--- src/rtl/stopwatch_pkg.sv ---
// Widths and defaults shared by the stopwatch and its input conditioner.
package stopwatch_pkg;

   localparam int DB_CYCLES_DEFAULT = 500000;
   localparam int DB_CNT_W          = 20;
   localparam int MISS_Q_W          = 2;
   localparam int MISS_CNT_W        = 8;
   localparam int LOCKOUT_CNT_W     = 22;

   // Score counter sticks at all-ones instead of wrapping.
   function automatic logic [MISS_CNT_W-1:0] sat_inc(input logic [MISS_CNT_W-1:0] value);
      return (&value) ? value : value + 1'b1;
   endfunction

endpackage

--- src/rtl/btn_debounce.sv ---
// One pushbutton: 2-flop synchroniser, stable-count debounce, registered rising-edge pulse.
module btn_debounce
   import stopwatch_pkg::*;
#(
   parameter int DB_CYCLES = DB_CYCLES_DEFAULT
) (
   input  logic clock,
   input  logic reset,
   input  logic raw,
   output logic level,
   output logic press
);

   localparam logic [DB_CNT_W-1:0] CNT_LAST = DB_CNT_W'(DB_CYCLES - 1);

   logic                sync_1;
   logic                sync_x;
   logic                level_d;
   logic [DB_CNT_W-1:0] db_cnt;

   // NOTE: sequential state uses non-blocking assignments so every flop samples pre-edge values.
   always_ff @(posedge clock or posedge reset) begin
      if (reset) begin
         sync_1  <= 1'b0;
         sync_x  <= 1'b0;
         level   <= 1'b0;
         level_d <= 1'b0;
         press   <= 1'b0;
         db_cnt  <= '0;
      end else begin
         sync_1  <= raw;
         sync_x  <= sync_1;
         level_d <= level;
         press   <= level & ~level_d;
         if (sync_x == level) begin
            db_cnt <= '0;
         end else if (db_cnt == CNT_LAST) begin
            level  <= sync_x;
            db_cnt <= '0;
         end else begin
            db_cnt <= db_cnt + 1'b1;
         end
      end
   end

endmodule

--- src/rtl/input_conditioner.sv ---
// Stopwatch front end: debounced start toggle, held miss-request queue and score count.
// Build option MISS_LOCKOUT_EN adds a re-arm lockout after each accepted miss press.
module input_conditioner
   import stopwatch_pkg::*;
#(
   parameter int DB_CYCLES      = DB_CYCLES_DEFAULT,
   parameter int MISS_Q_MAX     = 3
`ifdef MISS_LOCKOUT_EN
  ,parameter int LOCKOUT_CYCLES = 2500000
`endif
) (
   input  logic                  clock,
   input  logic                  reset,
   input  logic                  btn_start,
   input  logic                  btn_miss,
   input  logic                  tick_ack,
   input  logic                  fail,
   output logic                  start,
   output logic                  miss,
   output logic [MISS_CNT_W-1:0] miss_count,
   output logic                  miss_dropped
);

   localparam logic [MISS_Q_W-1:0] Q_MAX = MISS_Q_W'(MISS_Q_MAX);

   logic                press_start;
   logic                press_miss;
   logic                accept;
   logic                lock_ok;
   logic                cnt_inc;
   logic                drop_next;
   logic [MISS_Q_W-1:0] miss_q;
   logic [MISS_Q_W-1:0] miss_q_next;

   btn_debounce #(.DB_CYCLES(DB_CYCLES)) u_db_start (
      .clock (clock),
      .reset (reset),
      .raw   (btn_start),
      .level (),
      .press (press_start)
   );

   btn_debounce #(.DB_CYCLES(DB_CYCLES)) u_db_miss (
      .clock (clock),
      .reset (reset),
      .raw   (btn_miss),
      .level (),
      .press (press_miss)
   );

`ifdef MISS_LOCKOUT_EN
   logic [LOCKOUT_CNT_W-1:0] lock_cnt;

   always_ff @(posedge clock or posedge reset) begin
      if (reset) begin
         lock_cnt <= '0;
      end else if (fail) begin
         lock_cnt <= '0;
      end else if (accept) begin
         lock_cnt <= LOCKOUT_CNT_W'(LOCKOUT_CYCLES);
      end else if (lock_cnt != '0) begin
         lock_cnt <= lock_cnt - 1'b1;
      end
   end

   assign lock_ok = (lock_cnt == '0);
`else
   assign lock_ok = 1'b1;
`endif

   // Only a running, non-failed stopwatch can take a miss.
   assign accept = press_miss & start & ~fail & lock_ok;
   assign miss   = (miss_q != '0);

   // NOTE: every output of this block gets a default first, so no latch can be inferred.
   always_comb begin
      miss_q_next = miss_q;
      cnt_inc     = 1'b0;
      drop_next   = 1'b0;
      if (fail) begin
         miss_q_next = '0;
      end else if (accept && tick_ack) begin
         cnt_inc = 1'b1;
         if (miss_q == '0) miss_q_next = MISS_Q_W'(1);
      end else if (accept) begin
         if (miss_q != Q_MAX) begin
            miss_q_next = miss_q + 1'b1;
            cnt_inc     = 1'b1;
         end else begin
            drop_next = 1'b1;
         end
      end else if (tick_ack && miss_q != '0) begin
         miss_q_next = miss_q - 1'b1;
      end
   end

   always_ff @(posedge clock or posedge reset) begin
      if (reset) begin
         start        <= 1'b0;
         miss_q       <= '0;
         miss_count   <= '0;
         miss_dropped <= 1'b0;
      end else begin
         if (fail)             start <= 1'b0;
         else if (press_start) start <= ~start;
         miss_q       <= miss_q_next;
         miss_dropped <= drop_next;
         if (cnt_inc) miss_count <= sat_inc(miss_count);
      end
   end

endmodule

--- config.mk ---
export PLATFORM = sky130hd
export DESIGN_NAME = input_conditioner
export DESIGN_NICKNAME = d
export VERILOG_FILES = /design/src/rtl/stopwatch_pkg.sv /design/src/rtl/btn_debounce.sv /design/src/rtl/input_conditioner.sv
export SDC_FILE = /design/constraint.sdc
export NUM_CORES = 1
export LEC_CHECK = 0
export ABC_AREA = 1
export BUFFER_PORTS_ARGS = -buffer_cell sky130_fd_sc_hd__buf_4
export CAP_MARGIN = 5
export CORE_MARGIN = 1.5
export CORE_UTILIZATION = 45
export DETAILED_ROUTE_END_ITERATION = 8
export GPL_ROUTABILITY_DRIVEN = 1
export GPL_TIMING_DRIVEN = 0
export SYNTH_ARGS = -nofsm -noshare
export SYNTH_HDL_FRONTEND = slang
export SYNTH_SLANG_ARGS = --single-unit
--- constraint.sdc ---
create_clock -name clock -period 2.8 [get_ports clock]
set_clock_uncertainty 0.2 [all_clocks]
set_input_delay 0.7 -clock clock [delete_from_list [all_inputs] [get_ports clock]]
set_output_delay 0.7 -clock clock [all_outputs]
set_load 0.1 [all_outputs]
## Yosys cells after proc, flatten, opt, wreduce, memory -nomap -nowiden

Cells that the tools add are included.

| cells by class | value |
|---|---|
| add/subtract/negate cells | 5 |
| equality and inequality tests | 7 |
| muxes and demuxes | 20 |
| bitwise gates (word level) | 11 |
| reductions and logical operators | 11 |

Operator list:

| cell | number |
|---|---|
| 20-bit two-way mux | 4 |
| 20-bit by 1-bit adder with 20-bit output (second input constant) | 2 |
| 20-bit by 19-bit == test with 1-bit output (second input constant) | 2 |
| 2-bit two-way mux | 6 |
| 1-bit two-way mux | 10 |
| 8-bit by 1-bit adder with 8-bit output (second input constant) | 1 |
| 8-bit AND reduction | 1 |
| 1-bit inverter | 7 |
| 2-bit AND reduction | 3 |
| 1-bit bitwise AND | 4 |
| 4-bit by 2-bit != test with 1-bit output (second input constant) | 1 |
| 2-bit nonzero test | 2 |
| 4-bit nonzero test | 1 |
| 3-bit by 2-bit != test with 1-bit output (second input constant) | 1 |
| 3-bit AND reduction | 1 |
| 2-bit by 1-bit adder with 2-bit output (second input constant) | 1 |
| 1-bit == test | 2 |
| 1-bit logical AND | 2 |
| 2-bit zero test | 1 |
| 2-bit != test (second input constant) | 1 |
| 2-bit by 1-bit subtractor with 2-bit output (second input constant) | 1 |

| storage, ports and cells | value |
|---|---|
| register bits after elaboration | 62 |
| input bits | 6 |
| output and inout port bits | 11 |
| word-level logic and storage cells | 70 |

## Logic depth before layout (Yosys ltp)

Gate-level depths: netlist of run 1.

| depth | value |
|---|---|
| depth after elaboration | 6 |
| gate-level depth with buffers | 9 |
| mapped depth without buffers | 9 |

## By module

A second synthesis of run 1 with hierarchy kept.

| unflattened totals | value |
|---|---|
| cell total of the unflattened synthesis | 466 |
| area, all modules | 3525.9 sq um |

Modules (own cells, without submodules):

| module | times used | cells each | area each (sq um) | sequential area each (sq um) |
|---|---|---|---|---|
| btn_debounce | 2 | 179 | 1395.1 | 625.6 |
| input_conditioner | 1 | 108 | 735.7 | 300.3 |

## Worst setup path before layout of run 1

No wires, ideal clock.

| timing | value |
|---|---|
| path kind | reg-to-reg |
| start | register miss_count[0] |
| end | register miss_count[2] |
| setup time | 0.083 ns |
| data arrival time | 2.000 ns |
| data required time | 2.517 ns |
| slack | 0.517 ns |
| cell stages (with the launch flop) | 9 |
| buffers on the path | 1 |
| period minus slack after synthesis | 2.283 ns |
| cells stage by stage | dfrtp_1 -> ha_1 -> nand3_1 -> nor2_2 -> nand3_1 -> nand2_1 -> buf_4 -> nand2_1 -> o21ai_0 |

| between the ends | value |
|---|---|
| word-level cells in the longest chain between the ends | 3 |
| elaborated cells on any way between the ends | 4 |
| classes of those cells | 1 x add/sub; 1 x bitwise; 2 x reduce/logical |

RTL lines:

| item | RTL line | source |
|---|---|---|
| from (decl) | input_conditioner.sv:20 | `output logic [MISS_CNT_W-1:0] miss_count,` |
| from (signal assigned) | input_conditioner.sv:108 | `if (cnt_inc) miss_count <= sat_inc(miss_count);` |
| parallel branches: the longest is 3 deep, another holds 8-bit by 1-bit adder with 8-bit output | n/a |  |

Parallel ways; which one is timed is not known.
A chain may end at the register's enable or synchronous reset.

## Worst setup path after layout of run 1

| timing | value |
|---|---|
| start | register miss_q[0] |
| end | output port miss |

| between the ends | value |
|---|---|
| word-level cells in the longest chain between the ends | 1 |

RTL lines:

| item | RTL line | source |
|---|---|---|
| from (decl) | input_conditioner.sv:32 | `logic [MISS_Q_W-1:0] miss_q;` |
| from (signal assigned) | input_conditioner.sv:106 | `miss_q <= miss_q_next;` |
| 2-bit nonzero test | input_conditioner.sv:73 | `assign miss = (miss_q != '0);` |
| to (decl) | input_conditioner.sv:19 | `output logic miss,` |

Every way passes these cells.

==> run summary, run 1 <==
post-detailed-placement cell area - 0.00369 mm^2
worst path bufs/invs - 1
number of hold violations in the final report - 0
area of the multi-input gates - 0.00163 mm^2
number of gates resized after cts - 0
first-pass iteration count of the detailed router - 4
share of synthesized area occupied by flip-flops and latches - 45.2%
CP top delay family - flip-flops
total track usage - 19.0%
switching power of the nets - 486 uW
Die Wd - 90.3 um
overflow left after global routing - 0
kind of critical path - register to output pin
CP arrival - 1.34 ns
post-CTS setup buffers - 0
total number of vias - 2762
area of the die - 0.00816 mm^2
Clock Latency Late Sink - 0.35 ns
top_reg_cell synth - dfrtp_1
Final HPWL DP - 5160 um
ANT nets after route - 0
die span in y - 90.3 um
number of antenna violations at the first check in global routing - 0
synthesis-to-layout area growth - 14.4%
post-route DRC violation count - 0
largest area contributor in the synthesized netlist - dfrtp_1
vias in the first global route - 2662
worst slew margin relative to its limit - 66.4%
clock slew at the register clock pins of the worst setup and hold paths - 0.08 ns
master cell of the clock root buffer - clkbuf_8
syn avg cell area - 7.47 um^2
routed length per instance - 11.6 um
placeable core area - 0.00733 mm^2
Net Sw Frac - 24.7%
power density relative to cell area - 501 mW/mm^2
count of yosys warnings during synthesis - 0
maximum fanout encountered on the critical timing path - 5
number of maximum-capacitance constraint violations - 0
proportion of power drawn by flip-flops and latches - 47.1%
area taken by flip-flops and latches - 0.00155 mm^2
Final Net Count - 496
number of nets in the synthesized netlist - 468
number of instances in the synthesized netlist - 459
Post-synth ARST share - 100%
H-Tree Level Count - 3
Logic pwr share - 7.0%
row count - 31
most repeated cell in the gate-level netlist after synthesis - nand2_1
result of the run - completed
Port-buffer cells - 16
wire length of the first global-routing pass - 12200 um
ratio of cells with drive above 1 in the final layout - 14.4%
CP Launch Type - register
Vias/cell - 4.67
placed cell count - 575
total I/O pin count - 17
Int Pwr - 1.48 mW
Finished Layout Cells - 591
met1 Use GR - 23.0%
starting density of the core - 46.8%
global routing met3 resource utilization - 5.64%
Bufs on Longest Clock Path - 2
fin. max-slew vios - 0
layout filler cell count - 692
Area contributors post-synth - dfrtp_1 (45%), nand2_1 (12%), nor2_1 (10%)
CTS tree - built
leakage power summed over all cells - 1.79 nW
Hold Crit Class - register to register
total standard cell area after synthesis - 0.00343 mm^2
register bit total from synthesis - 62
Total Wirelength - 6840 um
Min Clock Period, post-route - 2.24 ns
final period utilization - 80.1%
busiest metal layer after global routing - met2
Commonest cells post-synth - nand2_1 (112), nor2_1 (91), dfrtp_1 (62)
maximum number of pins on one net before global-route repair - 41
fmax - 0.446 GHz
Distinct cells, synth - 24
Max rail drop VDD - 292 uV
critical path's slowest cell - dfrtp_1
first-iteration detailed-routing DRC count - 134
clock buffer count from CTS - 9
slowest cell delay on critical path - 0.42 ns
CTS Sinks - 62
total non-filler cell area in the finished layout - 0.00393 mm^2
number of synthesized flops with an enable pin - 0
top cell type's share of synthesized area - 45.2%
clock network fraction of total power - 45.8%
Worst Setup End Kind - output pin
setup repair after global routing missed its margin - no
count of hold buffers inserted by post-cts repair - 0
actual slew at the worst max-slew pin - 0.503 ns
critical path, cell by cell - or2_2 > buf_4
number of inserted diodes - 0
CP required - 1.90 ns
routability-driven placement congestion ratio - 0.859
met2 routing resource usage after global routing - 32.1%
Setup violations, final - 0
flip-flops by register name (all words and copies together) (netlist names):
signal	count
miss_count	8
miss_dropped	1
miss_q	2
start	1
u_db_miss.db_cnt	20
u_db_miss.level	1
u_db_miss.level_d	1
u_db_miss.press	1
u_db_miss.sync_1	1
u_db_miss.sync_x	1
u_db_start.db_cnt	20
u_db_start.level	1
u_db_start.level_d	1
u_db_start.press	1
u_db_start.sync_1	1
u_db_start.sync_x	1
power by group through the flow:
stage	Clock (mW)	Sequential [mW]	Combinational, mW
3_5_place_dp	0	0.945	0.141
5_1_grt	0.971	0.930	0.153
4_1_cts	0.929	0.927	0.142
2_1_floorplan	0	0.940	0.106
3_3_place_gp	0	0.943	0.135
6_report	0.902	0.927	0.138
routing by layer:
layer / routed length [um] / part of all wire (%)
met3: 210 / 3.1
met2: 3370 / 49
met4: 102 / 1.5
met1: 3160 / 46
met5: 0 / 0
area by class of cell:
type / count / area share, %
inverter: 60 / 5.74
timing repair buffer: 17 / 3.57
multi-input combinational: 334 / 41.6
buffer: 3 / 0.510
clock inverter: 6 / 2.39
tap: 99 / 3.15
sequential: 62 / 39.5
clock buffer: 10 / 3.51
worst paths after layout:
kind	start	end	slack, ns	cells after the start
min in group asynchronous	reset	u_db_start.sync_x	0.18	2
max in group asynchronous	reset	u_db_miss.db_cnt[12]	1.64	3
worst min-delay path	u_db_start.sync_1	u_db_start.sync_x	0.16	0
worst min register to register	u_db_start.sync_1	u_db_start.sync_x	0.16	0
worst max register to register	u_db_miss.db_cnt[0]	u_db_miss.db_cnt[8]	1.11	6
worst max-delay path	miss_q[0]	miss	0.56	2
stage by stage:
stage               total power, mW  setup slack, ns  hold slack, ns  utilization, %  setup TNS (ns)
floorplan                      1.05            0.359           0.131               -               0
global placement               1.08           -0.464           0.138            50.1          -28.62
detailed placement             1.09            0.929           0.142            50.4               0
CTS                            2.00            0.537           0.161            53.6               0
global route                   2.05            0.493           0.173            53.6               0
finish                         1.97            0.558           0.157            53.6               0
cells by family after synthesis:
| family | after synthesis | share of synthesized area [%] |
|---|---|---|
| buffers and inverters | 63 | 7.15 |
| AO/OA/AOI/OAI | 18 | 2.63 |
| AND/OR/NAND/NOR | 288 | 37.3 |
| adder cells (fa/ha/maj) | 3 | 1.09 |
| XOR/XNOR | 25 | 6.60 |
| flip-flops | 62 | 45.2 |
layout by cell type (no fill, tap or decap), drive strengths merged:
cell type	n
or2	1
clkbuf	10
o21ai	10
xor2	11
inv	61
nand2	123
dfrtp	62
nor3	6
bufinv	2
clkinvlp	1
nor2	110
clkinv	2
buf	20
nand4	7
nand3	37
xnor2	14
ha	3
nand3b	2
nor3b	2
a21oi	8
Power figures use the tool's default switching activity.
==> inputs of run 2 (changes only) <==
- clock period: 2.8 -> 2.1 ns (I/O delays scaled with it)
==> run summary, run 2 (synthesis gave the netlist of run 1 again) <==
CP Launch Type - register
first-pass iteration count of the detailed router - 4
Clock Latency Late Sink - 0.34 ns
CP top delay family - flip-flops
Die Wd - 90.3 um
CTS Sinks - 62
post-detailed-placement cell area - 0.00370 mm^2
total power draw - 2.60 mW
Final HPWL DP - 5050 um
actual slew at the worst max-slew pin - 0.823 ns
busiest metal layer after global routing - met2
ratio of cells with drive above 1 in the final layout - 14.6%
kind of critical path - register to output pin
layout filler cell count - 704
number of inserted diodes - 0
master cell of the clock root buffer - clkbuf_8
worst path bufs/invs - 1
Bufs on Longest Clock Path - 2
count of hold buffers inserted by post-cts repair - 0
Worst Setup End Kind - output pin
maximum number of pins on one net before global-route repair - 39
Vias/cell - 4.74
Critical R2R Launch - u_db_miss.db_cnt[0]
final period utilization - 97.4%
total number of vias - 2801
largest registers ranked by flip-flop count - u_db_miss.db_cnt (20), u_db_start.db_cnt (20), miss_count (8)
Setup violations, final - 0
number of maximum-capacitance constraint violations - 0
routability-driven placement congestion ratio - 0.875
CP arrival - 1.32 ns
Final Net Count - 496
CP required - 1.37 ns
Port-buffer cells - 16
met2 routing resource usage after global routing - 32.9%
synthesis-to-layout area growth - 14.4%
number of antenna violations at the first check in global routing - 0
global routing met3 resource utilization - 6.40%
slack of the worst reg-to-reg path - 0.44 ns
ANT nets after route - 0
Worst Min Path Start - btn_start
starting density of the core - 46.8%
overflow left after global routing - 0
slowest cell delay on critical path - 0.41 ns
critical path's slowest cell - dfrtp_1
area of the die - 0.00816 mm^2
critical path, cell by cell - or2_2 > buf_4
vias in the first global route - 2812
Post-Route Setup TNS - 0 ns
total I/O pin count - 17
CTS tree - built
Min Clock Period, post-route - 2.05 ns
Total Wirelength - 6770 um
commonest non-fill, non-tap cells in the layout - nand2_1 (112), nor2_1 (91), dfrtp_1 (60)
critical path launch point - miss_q[0]
first-iteration detailed-routing DRC count - 106
Max rail drop VDD - 358 uV
number of gates resized after cts - 0
setup repair after global routing missed its margin - no
worst slew margin relative to its limit - 45.0%
clock buffer count from CTS - 9
number of hold violations in the final report - 0
post-route DRC violation count - 0
post-CTS setup buffers - 0
total track usage - 18.9%
row count - 31
die span in y - 90.3 um
routed length per instance - 11.5 um
result of the run - completed
leakage power summed over all cells - 1.78 nW
fin. max-slew vios - 0
Worst Hold Margin - 0.0825 ns
placeable core area - 0.00733 mm^2
maximum fanout encountered on the critical timing path - 5
most frequent standard cell in the layout excluding fill and tap cells - nand2_1
met1 Use GR - 21.6%
H-Tree Level Count - 3
wire length of the first global-routing pass - 12300 um
total non-filler cell area in the finished layout - 0.00392 mm^2
Hold Crit Class - input pin to register
clock slew at the register clock pins of the worst setup and hold paths - 0.07 ns
fmax - 0.489 GHz
power density relative to cell area - 662 mW/mm^2
-- run 2: cell count changes in the layout (fill, tap and decap cells not counted), sizes merged --
cell,previous run,this run
inv,61,60
clkinv,2,1
clkbuf,10,11
clkinvlp,1,2
-- run 2: final cells by class --
class	instances	area, um^2	area share, %
Buffer	3	20.0	0.510
Sequential cell	62	1550	39.6
Clock inverter	5	81.3	2.07
Clock buffer	11	141	3.60
Multi-Input combinational cell	334	1630	41.6
Inverter	60	229	5.84
Tap cell	99	124	3.16
Timing Repair Buffer	17	140	3.57
-- run 2: routing by layer --
metal	vias up	routed length, um
met4	0	122
met5	-	0
met3	14	281
met1	1276	3060
li1	1464	-
met2	47	3310
-- run 2: where the power goes --
group	leakage (nW)	total, mW	switching [mW]	internal [mW]
Sequential	0.842	1.24	0.0188	1.22
Clock	0.110	1.18	0.475	0.703
Combinational	0.828	0.184	0.131	0.0522
Total	1.78	2.60	0.625	1.97
-- run 2: final timing paths --
check,cells past startpoint,end
hold / removal,1,u_db_start.sync_1
min in group asynchronous,2,u_db_start.db_cnt[16]
hold reg to reg,0,u_db_start.sync_x
setup / recovery,2,miss
setup reg to reg,6,u_db_miss.db_cnt[18]
max in group asynchronous,3,u_db_miss.db_cnt[14]
-- run 2: worst register-to-register path, cell delays in order, from the launching register on --
cell	delay, ns
dfrtp_1	0.39
ha_1	0.20
nand2_1	0.09
nor2_2	0.19
nand3_1	0.20
nand2_2	0.20
a21oi_1	0.06
-- run 2: metrics by stage --
step / cells / utilization [%] / worst slack (ns)
4_1_cts: 591 / 53.5 / 0.0389
2_1_floorplan: 459 / - / 0.0582
3_3_place_gp: 574 / 50.2 / 0.138
6_report: 591 / 53.5 / 0.0548
5_1_grt: 591 / 53.5 / 0.000928
3_5_place_dp: 575 / 50.5 / 0.415
==> inputs of run 3 (changes only) <==
- SKIP_LAST_GASP: unset -> 1
- SYNTH_HIERARCHICAL: unset -> 1
==> run summary, run 3 <==
Hold Crit Class - input pin to asynchronous set/reset pin
share of synthesized area occupied by flip-flops and latches - 44.0%
depth of the worst register-to-register path - 6
dominant combinational cell family by area after synthesis - simple AND/OR/NAND/NOR gates
synthesis-to-layout area growth - 12.4%
Total Wirelength - 7140 um
post-detailed-placement cell area - 0.00377 mm^2
total standard cell area after synthesis - 0.00353 mm^2
largest area contributor in the synthesized netlist - dfrtp_1
number of antenna violations at the first check in global routing - 0
Post-synth ARST share - 100%
actual slew at the worst max-slew pin - 0.972 ns
Port-buffer cells - 16
most repeated cell in the gate-level netlist after synthesis - nand2_1
Critical R2R Launch - u_db_start/db_cnt[0]
ratio of cells with drive above 1 in the final layout - 15.1%
Distinct cells, synth - 27
leakage power summed over all cells - 1.81 nW
number of maximum-capacitance constraint violations - 0
area of the die - 0.00838 mm^2
Setup violations, final - 0
compound-gate portion of the synthesized area - 2.63%
CP required - 1.37 ns
worst path bufs/invs - 2
result of the run - completed
CP top delay family - flip-flops
number of gates resized after cts - 0
first-iteration detailed-routing DRC count - 154
placed cell count - 584
routability-driven placement congestion ratio - 0.892
maximum fanout encountered on the critical timing path - 6
Worst Setup End Kind - output pin
routed length per instance - 11.9 um
wire length of the first global-routing pass - 12700 um
total track usage - 19.3%
die span in y - 91.5 um
master cell of the clock root buffer - clkbuf_8
CTS tree - built
fin. max-slew vios - 0
total I/O pin count - 17
Final Worst Setup Slack - 0.181 ns
count of hold buffers inserted by post-cts repair - 0
slack of the worst reg-to-reg path - 0.43 ns
count of yosys warnings during synthesis - 6
fmax - 0.521 GHz
CP arrival - 1.19 ns
number of instances in the synthesized netlist - 466
H-Tree Level Count - 3
register bit total from synthesis - 62
Final Net Count - 502
post-CTS setup buffers - 0
Bufs on Longest Clock Path - 2
total number of vias - 2884
Max rail drop VDD - 342 uV
clock buffer count from CTS - 9
number of inserted diodes - 0
number of hold violations in the final report - 0
first-pass iteration count of the detailed router - 4
critical path, cell by cell - inv_1 > nand2_2 > buf_4
top_reg_cell synth - dfrtp_1
Commonest cells post-synth - nand2_1 (122), nor2_1 (99), dfrtp_1 (62)
syn avg cell area - 7.57 um^2
Post-Route Setup TNS - 0 ns
final period utilization - 91.4%
maximum number of pins on one net before global-route repair - 26
post-route DRC violation count - 0
worst slew margin relative to its limit - 35.2%
adder-cell share of the synthesized area - 1.06%
slowest cell delay on critical path - 0.38 ns
Vias/cell - 4.81
Die Wd - 91.5 um
starting density of the core - 46.1%
total non-filler cell area in the finished layout - 0.00396 mm^2
Post-Place Setup Slack - 0.402 ns
vias in the first global route - 2698
layout filler cell count - 775
overflow left after global routing - 0
ANT nets after route - 0
CP Launch Type - register
commonest non-fill, non-tap cells in the layout - nand2_1 (122), nor2_1 (99), dfrtp_1 (62)
number of synthesized flops with an enable pin - 0
multiplexer share of the synthesized area - 0%
row count - 32
clock slew at the register clock pins of the worst setup and hold paths - 0.07 ns
power density relative to cell area - 620 mW/mm^2
Finished Layout Cells - 599
setup repair after global routing missed its margin - no
Min Clock Period, post-route - 1.92 ns
top cell type's share of synthesized area - 44.0%
placeable core area - 0.00765 mm^2
worst reg2reg endpoint - u_db_start/db_cnt[5]
Clock Latency Late Sink - 0.33 ns
Simple-Gate Fraction of Synth Area - 41.2%
largest registers ranked by flip-flop count - u_db_miss/db_cnt (20), u_db_start/db_cnt (20), miss_count (8)
critical path's slowest cell - dfrtp_1
xor and xnor area share after synthesis - 5.22%
most frequent standard cell in the layout excluding fill and tap cells - nand2_1
kind of critical path - register to output pin
number of nets in the synthesized netlist - 475
Area contributors post-synth - dfrtp_1 (44%), nand2_1 (13%), nor2_1 (11%)
Final HPWL DP - 5280 um
CTS Sinks - 62
run 3: cell count changes after synthesis, sizes merged, moves of 4 or more:
| cell | before | now |
|---|---|---|
| xnor2 | 14 | 9 |
| nand4 | 7 | 3 |
| nand2 | 123 | 136 |
| and2 | 0 | 4 |
| nor2 | 110 | 122 |
| inv | 60 | 47 |
run 3: worst max path at each step:
stage / from / end / cells after the start / slack [ns]
after floorplan: miss_count[1] / miss_count[7] / 6 / 0.05
after global placement: u_db_start/db_cnt[0] / u_db_start/db_cnt[0] / 6 / 0.44
after detailed placement: reset / u_db_miss/db_cnt[0] / 2 / 0.40
after CTS: miss_q[0] / miss / 3 / 0.17
after global routing: miss_q[0] / miss / 3 / 0.11
final: miss_q[0] / miss / 3 / 0.18
run 3: cell type report:
cell class                 instances  area, um^2  area share (%)
buffer                             2        22.5           0.568
inverter                          48         185            4.67
sequential                        62        1550            39.2
multi-input combinational        354        1770            44.6
timing repair buffer              16         120            3.03
clock buffer                      11         141            3.57
tap                              102         128            3.22
clock inverter                     4        47.5            1.20
run 3: cells by family after synthesis:
| logic type | after synthesis |
|---|---|
| xor+xnor | 21 |
| flops | 62 |
| simple gates | 312 |
| compound gates | 18 |
| fa+ha+maj | 3 |
| buf+inv | 50 |
run 3: per-stage QoR:
step | util (%) | power [mW] | hold slack (ns)
final | 51.8 | 2.46 | 0.0238
after global routing | 51.8 | 2.57 | 0.0521
after CTS | 51.8 | 2.49 | 0.0291
after detailed placement | 49.3 | 1.45 | 0.136
after global placement | 49.3 | 1.45 | 0.133
after floorplan | - | 1.41 | 0.131
run 3: routing by layer:
layer / wire, um / track usage [%] / share of wire, % / vias to the layer above
li1: - / - / - / 1498
met1: 3760 / 28.2 / 53 / 1336
met2: 3060 / 28.5 / 43 / 41
met3: 212 / 2.76 / 3.0 / 9
met4: 103 / 7.68 / 1.4 / 0
met5: 0 / 0 / 0 / -
run 3: where the power goes:
part           switching [mW]  internal [mW]
clock network           0.459          0.570
logic                   0.146         0.0494
registers              0.0162           1.22
